### src/rtl/write_pointer_ctrl.sv
// Write-side pointer and flag controller for an async FIFO: binary/Gray write
// pointer, read-pointer synchroniser, full/almost-full/free-count and overflow flags.
module write_pointer_ctrl #(
    parameter int ADDR_WIDTH   = 9,
    parameter int AFULL_THRESH = 4
) (
    input  logic                    wclk,
    input  logic                    wrst_n,
    input  logic                    winc,
    input  logic                    ovf_clr,
    input  logic [ADDR_WIDTH-1:0]   rptr_gray,
    output logic                    wen,
    output logic [ADDR_WIDTH-2:0]   waddr,
    output logic [ADDR_WIDTH-1:0]   wptr_gray,
    output logic                    wfull,
    output logic                    walmost_full,
    output logic [ADDR_WIDTH-1:0]   wfree,
    output logic                    woverflow
);

    localparam logic [ADDR_WIDTH-1:0] DEPTH     = {1'b1, {(ADDR_WIDTH-1){1'b0}}};
    localparam logic [ADDR_WIDTH-1:0] AFULL_LIM = ADDR_WIDTH'(AFULL_THRESH);

    logic [ADDR_WIDTH-1:0] r_wbin;
    logic [ADDR_WIDTH-1:0] r_wgray;
    logic [ADDR_WIDTH-1:0] r_rq1;
    logic [ADDR_WIDTH-1:0] r_rq2;
    logic                  r_wfull;
    logic                  r_walmost_full;
    logic [ADDR_WIDTH-1:0] r_wfree;
    logic                  r_woverflow;

    logic                  w_wen;
    logic [ADDR_WIDTH-1:0] w_wbin_next;
    logic [ADDR_WIDTH-1:0] w_wgray_next;
    logic [ADDR_WIDTH-1:0] w_rbin;
    logic [ADDR_WIDTH-1:0] w_used_next;
    logic [ADDR_WIDTH-1:0] w_wfree_next;
    logic                  w_wfull_next;

    // Reset gates the enable so a producer holding winc during reset never writes RAM.
    assign w_wen        = winc & ~r_wfull & wrst_n;
    assign w_wbin_next  = r_wbin + {{(ADDR_WIDTH-1){1'b0}}, w_wen};
    assign w_wgray_next = w_wbin_next ^ (w_wbin_next >> 1);

    // NOTE: every always_comb output gets a default before the loop so no latch is inferred.
    always_comb begin
        w_rbin = '0;
        for (int i = 0; i < ADDR_WIDTH; i++) begin
            w_rbin[i] = ^(r_rq2 >> i);
        end
    end

    assign w_used_next  = w_wbin_next - w_rbin;
    assign w_wfree_next = DEPTH - w_used_next;
    // Full when the pointers differ only in the two MSBs of the Gray code.
    assign w_wfull_next = (w_wgray_next == {~r_rq2[ADDR_WIDTH-1:ADDR_WIDTH-2],
                                             r_rq2[ADDR_WIDTH-3:0]});

    // NOTE: sequential state uses non-blocking assignments so all flops update together.
    always_ff @(posedge wclk) begin
        if (!wrst_n) begin
            r_wbin         <= '0;
            r_wgray        <= '0;
            r_rq1          <= '0;
            r_rq2          <= '0;
            r_wfull        <= 1'b0;
            r_walmost_full <= 1'b0;
            r_wfree        <= DEPTH;
            r_woverflow    <= 1'b0;
        end else begin
            r_wbin         <= w_wbin_next;
            r_wgray        <= w_wgray_next;
            r_rq1          <= rptr_gray;
            r_rq2          <= r_rq1;
            r_wfull        <= w_wfull_next;
            r_walmost_full <= (w_wfree_next <= AFULL_LIM);
            r_wfree        <= w_wfree_next;
            if (winc && r_wfull) begin
                r_woverflow <= 1'b1;
            end else if (ovf_clr) begin
                r_woverflow <= 1'b0;
            end
        end
    end

    assign wen          = w_wen;
    assign waddr        = r_wbin[ADDR_WIDTH-2:0];
    assign wptr_gray    = r_wgray;
    assign wfull        = r_wfull;
    assign walmost_full = r_walmost_full;
    assign wfree        = r_wfree;
    assign woverflow    = r_woverflow;

endmodule

### config.mk
export PLATFORM = sky130hd
export DESIGN_NAME = write_pointer_ctrl
export DESIGN_NICKNAME = d
export VERILOG_FILES = /design/src/rtl/write_pointer_ctrl.sv
export SDC_FILE = /design/constraint.sdc
export NUM_CORES = 1
export LEC_CHECK = 0
export CAP_MARGIN = 20
export CORE_UTILIZATION = 45
export DETAILED_ROUTE_END_ITERATION = 16
export DONT_BUFFER_PORTS = 1
export HOLD_SLACK_MARGIN = 0.12
export MAX_ROUTING_LAYER = met4
export PLACE_DENSITY = 0.68
export SYNTH_ARGS = -nofsm -noshare
export SYNTH_HDL_FRONTEND = slang
export SYNTH_SLANG_ARGS = --single-unit
### constraint.sdc
create_clock -name wclk -period 5.1 [get_ports wclk]
set_clock_uncertainty 0.05 [all_clocks]
set_input_delay 1.02 -clock wclk [delete_from_list [all_inputs] [get_ports wclk]]
set_output_delay 1.02 -clock wclk [all_outputs]
set_load 0.005 [all_outputs]
# Word-level counts from Yosys, hierarchy flattened
# Index checks and enable logic that the tools add are counted.
dict set report word_totals {
  regBits 48
  input_bits 13
  out_inout_bits 30
  elab_cells 31
}
dict set report classes {
  add_sub_neg 3
  order_cmp 1
  n_eq_ne 1
  mux 2
  n_bitwise 5
  reduce_logical 11
}
# operator count
set ops {}
lappend ops {{9-bit parity} 9}
lappend ops {{9-bit by 1-bit adder with 9-bit output} 1}
lappend ops {{9-bit equality test} 1}
lappend ops {{9-bit by 3-bit less-or-equal comparator with 1-bit output (second input constant)} 1}
lappend ops {{9-bit subtractor} 1}
lappend ops {{9-bit subtractor (first input constant)} 1}
lappend ops {{9-bit by 8-bit bitwise XOR with 9-bit output} 1}
lappend ops {{1-bit AND} 2}
lappend ops {{1-bit two-way mux} 2}
lappend ops {{2-bit NOT} 1}
lappend ops {{2-bit nonzero test} 1}
lappend ops {{1-bit logical AND} 1}
lappend ops {{1-bit NOT} 1}

# Logic depth before layout (Yosys ltp)
# Gate-level depths: netlist (run 1).
dict set report depth {
  word_depth 7
  ltp_mapped 18
}

# Least setup slack after synthesis (run 1)
# Ideal clock, no wire load.
dict set report synth_path {
  path_kind {input -> register}
  from {input wrst_n}
  to {register r_walmost_full (netlist: walmost_full)}
  setup_time_ps 92
  arrival_ps 4364
  setup_slack_ps 594
  path_stages 17
  path_buffers 3
  path_cell_list {clkbuf_1 > clkbuf_1 > nand2_1 > nor2_1 > ha_1 > ha_1 > clkbuf_2 > xor2_1 > inv_1 > ha_1 > fa_1 > a21o_1 > a21oi_1 > o21bai_1 > a21oi_1 > xnor2_1 > nor4_1}
}
dict set report synth_between {
  elab_chain_cells 5
}
# element line_no
set synth_rtl {}
lappend synth_rtl {{start: declaration} 8} ;# input logic wrst_n,
lappend synth_rtl {{1-bit AND} 42} ;# assign w_wen = winc & ~r_wfull & wrst_n;
lappend synth_rtl {{named net wen} 12} ;# output logic wen,
lappend synth_rtl {{9-bit by 1-bit adder with 9-bit output} 43} ;# assign w_wbin_next = r_wbin + {{(ADDR_WIDTH-1){1'b0}}, w_wen};
lappend synth_rtl {{9-bit subtractor} 54} ;# assign w_used_next = w_wbin_next - w_rbin;
lappend synth_rtl {{9-bit subtractor} 55} ;# assign w_wfree_next = DEPTH - w_used_next;
lappend synth_rtl {{9-bit by 3-bit less-or-equal comparator with 1-bit output} 77} ;# r_walmost_full <= (w_wfree_next <= AFULL_LIM);
lappend synth_rtl {{end signal: assignment} 77}
lappend synth_rtl {{end: declaration} 29} ;# logic r_walmost_full;
# The timed path passes the listed nets, and every way through them passes these cells.
# A chain may end at the register's enable or synchronous reset.

# Final worst setup path (run 1)
# Ends and elaborated chain as after synthesis.

==> results of run 1 <==
-- synthesized netlist by cell type (2+ instances only) --
master	count	share of area
dfxtp_1	47	0.40
and2_1	37	0.098
xnor2_1	21	0.078
ha_1	17	0.090
xor2_1	15	0.056
a21oi_1	11	0.023
nand2_1	11	0.017
inv_1	8	0.013
nor2b_1	8	0.021
nor2_1	7	0.011
clkbuf_1	6	0.0095
a21o_1	5	0.016
nand3_1	4	0.0085
nand4_1	4	0.011
a21boi_0	3	0.0095
buf_2	3	0.0063
mux2i_1	2	0.0085
nand2b_1	2	0.0053
nor4_1	2	0.0053
xor2_2	2	0.014
xor3_1	2	0.020
-- worst max path at each step --
stage            from                 endpoint  cells after the start
2_1_floorplan  wrst_n  walmost_full$_SDFF_PN0_                     17
3_3_place_gp   wrst_n  walmost_full$_SDFF_PN0_                     14
3_5_place_dp   wrst_n  walmost_full$_SDFF_PN0_                     14
4_1_cts        wrst_n  walmost_full$_SDFF_PN0_                     14
5_1_grt        wrst_n  walmost_full$_SDFF_PN0_                     14
6_report       wrst_n  walmost_full$_SDFF_PN0_                     14
-- state kept, by name (all words and copies together) (netlist names) --
signal	cells
wfull	1
wptr_gray	8
wfree	9
walmost_full	1
woverflow	1
r_rq1	9
r_wbin	9
r_rq2	9
-- logic make-up after synthesis --
logic type | after synthesis | synth area share
buffers and inverters | 19 | 0.0354
muxes | 2 | 0.00846
and+or+nand+nor | 80 | 0.195
DFF | 47 | 0.398
AOI/OAI and AO/OA | 29 | 0.0814
adders and majority gates | 18 | 0.0984
xor gates and xnor gates | 42 | 0.184
-- power by group through the flow --
stage,logic (mW),clock network (mW),registers [mW]
6_report,0.228,0.281,0.423
5_1_grt,0.264,0.307,0.428
4_1_cts,0.231,0.291,0.425
3_5_place_dp,0.228,0,0.434
3_3_place_gp,0.227,0,0.433
2_1_floorplan,0.196,0,0.427
-- routing by layer --
metal	routed length (um)	GRT usage	up-vias
li1	-	-	774
met1	2010	0.232	706
met2	1870	0.246	35
met3	240	0.0569	8
met4	84	0.0692	0
met5	0	-	-
-- final cells by class --
type                            count  area (sq um)
Fill cell                         501          2560
Tap cell                           70          87.6
Inverter                            8          30.0
Clock buffer                        5          68.8
Multi-Input combinational cell    171          1340
Clock inverter                      3          47.5
Sequential cell                    47           941
-- critical path: stages --
cell and delay [ns]:
nand2_1 0.04, nor2_1 0.17, ha_1 0.28, ha_1 0.34, xor2_1 0.46, inv_1 0.09, ha_1 0.35, fa_1 0.47
a21o_1 0.20, a21oi_1 0.22, o21bai_1 0.11, a21oi_1 0.18, xnor2_1 0.10, nor4_1 0.28
==> results.py, run 1 <==
metrics = {
    "power": {
        "power.total_mw": 0.933,
        "power_frac_seq": 0.454,
        "powerDensity_mw_per_mm2": 371,
        "p_leak_nw": 1.02,
        "swShare": 0.285,
        "p_clk_frac": 0.302,
        "internal-power_mw": 0.667,
        "vdd.ir_drop.worst_v": 0.000173,
        "combinationalPowerShare": 0.245,
        "p_sw_mw": 0.266,
    },
    "global_route": {
        "grt_max_degree": 48,
        "overflow": 0,
        "grt_pass1_wl_mm": 6.91,
        "grt_pass1_vias": 1376,
        "antenna_found_initial": 0,
        "grt_util_all_layers": 0.176,
    },
    "worst_setup_path": {
        "cp.arrival_ns": 4.33,
        "crit_path_end_kind": "flip-flop",
        "reg2reg_to": "walmost_full$_SDFF_PN0_",
        "crit_path_start_kind": "input pin",
        "crit_type": "in2reg",
        "rr_worst_depth": 15,
        "r2r_start": "r_rq2[7]$_SDFF_PN0_",
        "cp_max_fo": 47,
        "regToRegSetupSlack_ns": 1.14,
        "required_ns": 5.26,
    },
    "sta": {
        "timing.final.ws_setup_ns": 0.931,
        "final-setup-viol-count": 0,
        "min_period_over_period": 0.817,
        "finalCriticalPeriod_ns": 4.17,
        "finalMaxSlewViolations": 0,
        "max_freq_ghz": 0.240,
        "tightest_slew_ns": 0.594,
        "max_slew_margin": 0.601,
        "holdWs_ns": 0.388,
        "rsz0062_at_grt": "false",
        "final_hold_viol_count": 0,
        "setup_tns_ns": 0,
    },
    "clocking": {
        "root_buffer": "clkbuf_8",
        "numCtsBuffers": 5,
        "cts_buffer_depth": 2,
        "cts.sinks": 47,
        "cts_resized": 0,
        "clock_latency_ns": 0.30,
        "h-tree-depth": 2,
        "postCtsSetupBuffers": 0,
        "cts_tree": "built",
        "clk_pin_slew_ns": 0.09,
        "hold_buffers": 0,
    },
    "placement": {
        "dp.cells": 296,
        "gp_congestion": 0.865,
        "place_ws_ns": 0.610,
        "io_buffers": 0,
        "hpwl_mm": 3.11,
        "post_dp_cell_area_sq_mm": 0.00240,
    },
    "detailed_routing": {
        "wl_mm": 4.20,
        "via_per_inst": 5.01,
        "wl_per_cell_um": 13.8,
        "vias": 1523,
        "dr.pass1.iters": 4,
        "drtIter0Drc": 117,
        "drc": 0,
        "detail-route-antenna-nets": 0,
    },
    "finish": {
        "layout-drive-gt1-share": 0.0556,
        "layout_common_cells": "dfxtp_1 (47), and2_1 (37), xnor2_1 (21)",
        "area_growth_pct": 6.35,
        "final_util": 0.496,
        "nNetsFinal": 264,
        "design_area_sq_mm": 0.00252,
        "instances_no_fill": 304,
        "final_common_cell": "dfxtp_1",
        "n_antenna_cell": 0,
    },
    "floorplanning": {
        "die_h_um": 74.5,
        "start_util": 0.466,
        "die_x_um": 74.5,
        "coreArea_sq_mm": 0.00507,
        "rows": 26,
        "die-area_sq_mm": 0.00555,
        "ios": 43,
    },
    "worst_hold_path": {
        "hold_depth": 1,
        "worstHoldEndpoint": "r_rq2[2]$_SDFF_PN0_",
        "worst_hold_startpoint": "r_rq1[2]$_SDFF_PN0_",
        "hold_path.class": "reg2reg",
    },
    "synth": {
        "yosysSeqAreaShare": 0.398,
        "ys_ff_latch": 47,
        "synth.net_count": 268,
        "syn_avg_cell_area_sq_um": 9.98,
        "synth_edf_count": 0,
        "synth_cell_types": 41,
        "async_flop_share": 0,
        "netlist_area_sq_mm": 0.00237,
        "postSynthCellCount": 237,
        "synth_top_flop_cell": "dfxtp_1",
        "yosys_warnings": 0,
    },
    "outcome": {
        "status": "finished clean",
    },
    "job": {
        "drv_cap": 0,
    },
}
No activity file was read; power rests on OpenSTA's default activity.
==> run 2: changes to the inputs <==
- PLACE_DENSITY: 0.68 -> 0.7
- clock period: 5.1 -> 3.4 ns (I/O delays scaled with it)
==> results.py, run 2 (same netlist as run 1, synthesis figures left out) <==
metrics = {
    "floorplanning": {
        "die_x_um": 74.5,
        "start_util": 0.466,
        "rows": 26,
        "die-area_sq_mm": 0.00555,
        "ios": 43,
        "coreArea_sq_mm": 0.00507,
        "die_h_um": 74.5,
    },
    "worst_setup_path": {
        "regToRegSetupSlack_ns": -0.21,
        "crit_type": "reg2reg",
        "max_stage_delay_ns": 0.37,
        "cp_max_fo": 3,
        "cp.arrival_ns": 3.77,
        "crit_path_start_kind": "flip-flop",
        "rr_worst_depth": 14,
        "required_ns": 3.56,
        "path_buf_inv": 0,
        "crit_cells": 14,
        "crit_family": "XOR/XNOR gates",
        "crit_path_end_kind": "flip-flop",
        "crit_chain": "xor2_4 -> xnor2_2 -> xor2_2 -> xnor2_2 -> xor2_2 -> xnor2_1 -> ha_1 -> ha_4 -> fa_2 -> a21o_1 -> a21oi_2 -> xnor2_1 -> a2111o_1 -> nor4_2",
        "crit_slowest_cell": "dfxtp_4",
    },
    "sta": {
        "final_hold_viol_count": 0,
        "max_freq_ghz": 0.277,
        "max_slew_margin": 0.645,
        "min_period_over_period": 1.06,
        "final-setup-viol-count": 3,
        "finalMaxSlewViolations": 0,
        "holdWs_ns": 0.385,
        "finalCriticalPeriod_ns": 3.61,
        "timing.final.ws_setup_ns": -0.206,
        "rsz0062_at_grt": "true",
        "tightest_slew_ns": 0.528,
    },
    "worst_hold_path": {
        "hold_path.class": "reg2reg",
        "hold_depth": 1,
    },
    "power": {
        "powerDensity_mw_per_mm2": 566,
        "p_leak_nw": 1.18,
        "vdd.ir_drop.worst_v": 0.000384,
    },
    "global_route": {
        "grt_pass1_vias": 1619,
        "overflow": 0,
        "antenna_found_initial": 0,
        "grt_pass1_wl_mm": 7.38,
        "grt_util_all_layers": 0.186,
        "grt_max_degree": 48,
    },
    "detailed_routing": {
        "drc": 0,
        "detail-route-antenna-nets": 0,
        "vias": 1638,
        "dr.pass1.iters": 6,
        "wl_mm": 4.73,
        "via_per_inst": 4.99,
        "wl_per_cell_um": 14.4,
        "drtIter0Drc": 88,
    },
    "finish": {
        "layout_common_cells": "dfxtp_1 (45), and2_1 (37), buf_4 (24)",
        "final_common_cell": "dfxtp_1",
        "area_growth_pct": 26.0,
        "layout-drive-gt1-share": 0.260,
        "seq_area_sq_um": 946,
        "multi_input_area_sq_mm": 0.00160,
        "nNetsFinal": 288,
        "final_util": 0.587,
        "nFillCells": 432,
        "n_antenna_cell": 0,
    },
    "clocking": {
        "clk_pin_slew_ns": 0.09,
        "cts_buffer_depth": 2,
        "clock_latency_ns": 0.30,
        "numCtsBuffers": 5,
        "cts.sinks": 47,
        "root_buffer": "clkbuf_8",
        "h-tree-depth": 2,
        "cts_tree": "built",
    },
    "job": {
        "drv_cap": 0,
    },
    "placement": {
        "io_buffers": 0,
        "place_ws_ns": -0.248,
        "hpwl_mm": 2.93,
        "gp_congestion": 0.842,
    },
    "outcome": {
        "failed_checks": "negative setup slack",
        "status": "finished, violations left",
    },
}
[run 2: cell count changes in the layout (fill, tap and decap cells not counted), moves of 3 or more]
cell / before / now
a21oi_1: 11 / 8
xnor2_1: 21 / 17
ha_4: 0 / 8
ha_1: 17 / 8
xor2_1: 15 / 11
xnor2_2: 1 / 5
xor2_4: 0 / 3
buf_4: 0 / 24
[run 2: final timing paths]
path / to / startpoint
min: r_rq2[0]$_SDFF_PN0_ / r_rq1[0]$_SDFF_PN0_
min reg2reg: r_rq2[0]$_SDFF_PN0_ / r_rq1[0]$_SDFF_PN0_
max: walmost_full$_SDFF_PN0_ / r_rq2[8]$_SDFF_PN0_
max reg2reg: walmost_full$_SDFF_PN0_ / r_rq2[8]$_SDFF_PN0_
[run 2: per-layer routing]
metal	GRT usage	vias up	wire length, um
li1	-	813	-
met1	0.213	766	1940
met2	0.289	42	2440
met3	0.0528	17	187
met4	0.109	0	167
met5	-	-	0
[run 2: report_power, final]
group,internal [mW],switching (mW)
clock network,0.294,0.180
logic,0.317,0.260
registers,0.606,0.0309
[run 2: cell type report]
class,count,area share
clock buffer,6,0.0243
clock inverter,2,0.0202
inverter,8,0.0101
multi-input combinational,171,0.538
sequential,47,0.317
tap,70,0.0294
timing repair buffer,24,0.0605
[run 2: what timing repair did]
action,4_1_cts,5_1_grt
hold endpoints to repair,0,0
buffers inserted,12,3
setup endpoints to repair,4,5
hold buffers,0,0
pin swaps,5,18
gates resized for setup,6,18
[run 2: through the flow]
step	cell area (sq um)	total power, mW	cells	setup TNS, ns
finish	2980	1.69	328	-0.341
global route	2980	1.79	328	-1.03
CTS	2840	1.58	325	-0.139
detailed placement	2580	1.05	305	-0.508
global placement	2580	1.05	305	-0.110
floorplan	2510	0.965	237	-0.105
[run 2: worst register-to-register path, stage by stage (launching register included)]
cell and delay [ns]:
dfxtp_4 0.37, xor2_4 0.19, xnor2_2 0.24, xor2_2 0.24, xnor2_2 0.17, xor2_2 0.24
xnor2_1 0.18, ha_1 0.30, ha_4 0.18, fa_2 0.34, a21o_1 0.19, a21oi_2 0.17
xnor2_1 0.11, a2111o_1 0.32, nor4_2 0.23
==> run 3: changes to the inputs <==
- PLACE_DENSITY: 0.7 -> 0.68
- clock period: 3.4 -> 4.24 ns (I/O delays scaled with it)
==> results.py, run 3 (same netlist as run 1, synthesis figures left out) <==
metrics = {
    "floorplanning": {
        "rows": 26,
        "die-area_sq_mm": 0.00555,
        "coreArea_sq_mm": 0.00507,
        "ios": 43,
        "die_h_um": 74.5,
        "start_util": 0.466,
        "die_x_um": 74.5,
    },
    "outcome": {
        "status": "finished clean",
    },
    "finish": {
        "layout_common_cells": "dfxtp_1 (47), and2_1 (37), xnor2_1 (21)",
        "design_area_sq_mm": 0.00252,
        "nNetsFinal": 265,
        "final_util": 0.496,
        "area_growth_pct": 6.40,
        "n_antenna_cell": 0,
        "layout-drive-gt1-share": 0.0556,
        "final_common_cell": "dfxtp_1",
    },
    "detailed_routing": {
        "wl_per_cell_um": 12.6,
        "via_per_inst": 4.86,
        "dr.pass1.iters": 4,
        "drtIter0Drc": 122,
        "wl_mm": 3.82,
        "vias": 1478,
        "drc": 0,
        "detail-route-antenna-nets": 0,
    },
    "global_route": {
        "grt.busiest_layer": "met2",
        "met2_usage": 0.228,
        "grt_util_all_layers": 0.159,
        "grt_pass1_wl_mm": 6.24,
        "use_met3": 0.0501,
        "overflow": 0,
        "grt_pass1_vias": 1344,
        "grt_max_degree": 48,
        "antenna_found_initial": 0,
        "grt_use_met1": 0.204,
    },
    "sta": {
        "max_freq_ghz": 0.263,
        "final-setup-viol-count": 0,
        "final_hold_viol_count": 0,
        "timing.final.ws_setup_ns": 0.436,
        "min_period_over_period": 0.897,
        "finalMaxSlewViolations": 0,
        "tightest_slew_ns": 0.635,
        "max_slew_margin": 0.574,
        "rsz0062_at_grt": "false",
        "setup_tns_ns": 0,
        "holdWs_ns": 0.385,
        "finalCriticalPeriod_ns": 3.80,
    },
    "worst_setup_path": {
        "cp_max_fo": 4,
        "max_stage_delay_ns": 0.41,
        "crit_path_start_kind": "flip-flop",
        "crit_path_end_kind": "flip-flop",
        "crit_type": "reg2reg",
        "cp.arrival_ns": 3.95,
        "crit_family": "XOR/XNOR gates",
        "crit_path_frequent_cell": "xnor2_1",
        "required_ns": 4.38,
        "path_buf_inv": 0,
        "crit_chain": "xor2_2 -> xnor2_1 -> xor2_1 -> xnor2_2 -> xor2_2 -> xnor2_1 -> ha_1 -> ha_1 -> fa_1 -> a21o_1 -> a21oi_1 -> xnor2_1 -> a2111o_1 -> nor4_1",
        "crit_slowest_cell": "dfxtp_1",
    },
    "placement": {
        "post_dp_cell_area_sq_mm": 0.00241,
        "place_ws_ns": 0.182,
        "gp_congestion": 0.888,
        "hpwl_mm": 2.78,
        "io_buffers": 0,
    },
    "clocking": {
        "cts_buffer_depth": 2,
        "postCtsSetupBuffers": 0,
        "h-tree-depth": 2,
        "cts.sinks": 47,
        "numCtsBuffers": 5,
        "clock_latency_ns": 0.29,
        "hold_buffers": 0,
        "root_buffer": "clkbuf_8",
        "cts_tree": "built",
        "clk_pin_slew_ns": 0.08,
        "cts_resized": 0,
    },
    "job": {
        "drv_cap": 0,
    },
    "worst_hold_path": {
        "hold_path.class": "reg2reg",
    },
    "power": {
        "p_leak_nw": 1.02,
        "powerDensity_mw_per_mm2": 437,
        "vdd.ir_drop.worst_v": 0.000310,
    },
}
run 3: report_power, final:
part | leakage (nW) | internal [mW] | switching [mW]
registers | 0.386 | 0.486 | 0.0237
clock network | 0.0513 | 0.173 | 0.137
logic | 0.584 | 0.140 | 0.142
run 3: worst paths after layout:
| path | startpoint | end | slack [ns] | cells past startpoint |
|---|---|---|---|---|
| worst max-delay path | r_rq2[7]$_SDFF_PN0_ | walmost_full$_SDFF_PN0_ | 0.44 | 14 |
| worst min-delay path | r_rq1[3]$_SDFF_PN0_ | r_rq2[3]$_SDFF_PN0_ | 0.38 | 1 |
| worst max register to register | r_rq2[7]$_SDFF_PN0_ | walmost_full$_SDFF_PN0_ | 0.44 | 14 |
| worst min register to register | r_rq1[3]$_SDFF_PN0_ | r_rq2[3]$_SDFF_PN0_ | 0.38 | 1 |
run 3: area by class of cell:
type | count | area, sq um
Inverter | 8 | 30.0
Clock buffer | 6 | 72.6
Tap cell | 70 | 87.6
Multi-Input combinational cell | 171 | 1350
Sequential cell | 47 | 941
Timing Repair Buffer | 1 | 7.51
Clock inverter | 1 | 30.0
Fill cell | 493 | 2560
run 3: layer usage:
metal / part of all wire / routed length [um]
met1: 0.49 / 1880
met2: 0.45 / 1720
met3: 0.045 / 171
met4: 0.015 / 56
met5: 0 / 0
run 3: through the flow:
step / std cells / total power, mW
after floorplan: 237 / 0.749
after global placement: 297 / 0.799
after detailed placement: 297 / 0.801
after CTS: 304 / 1.11
after global routing: 304 / 1.17
final: 304 / 1.10
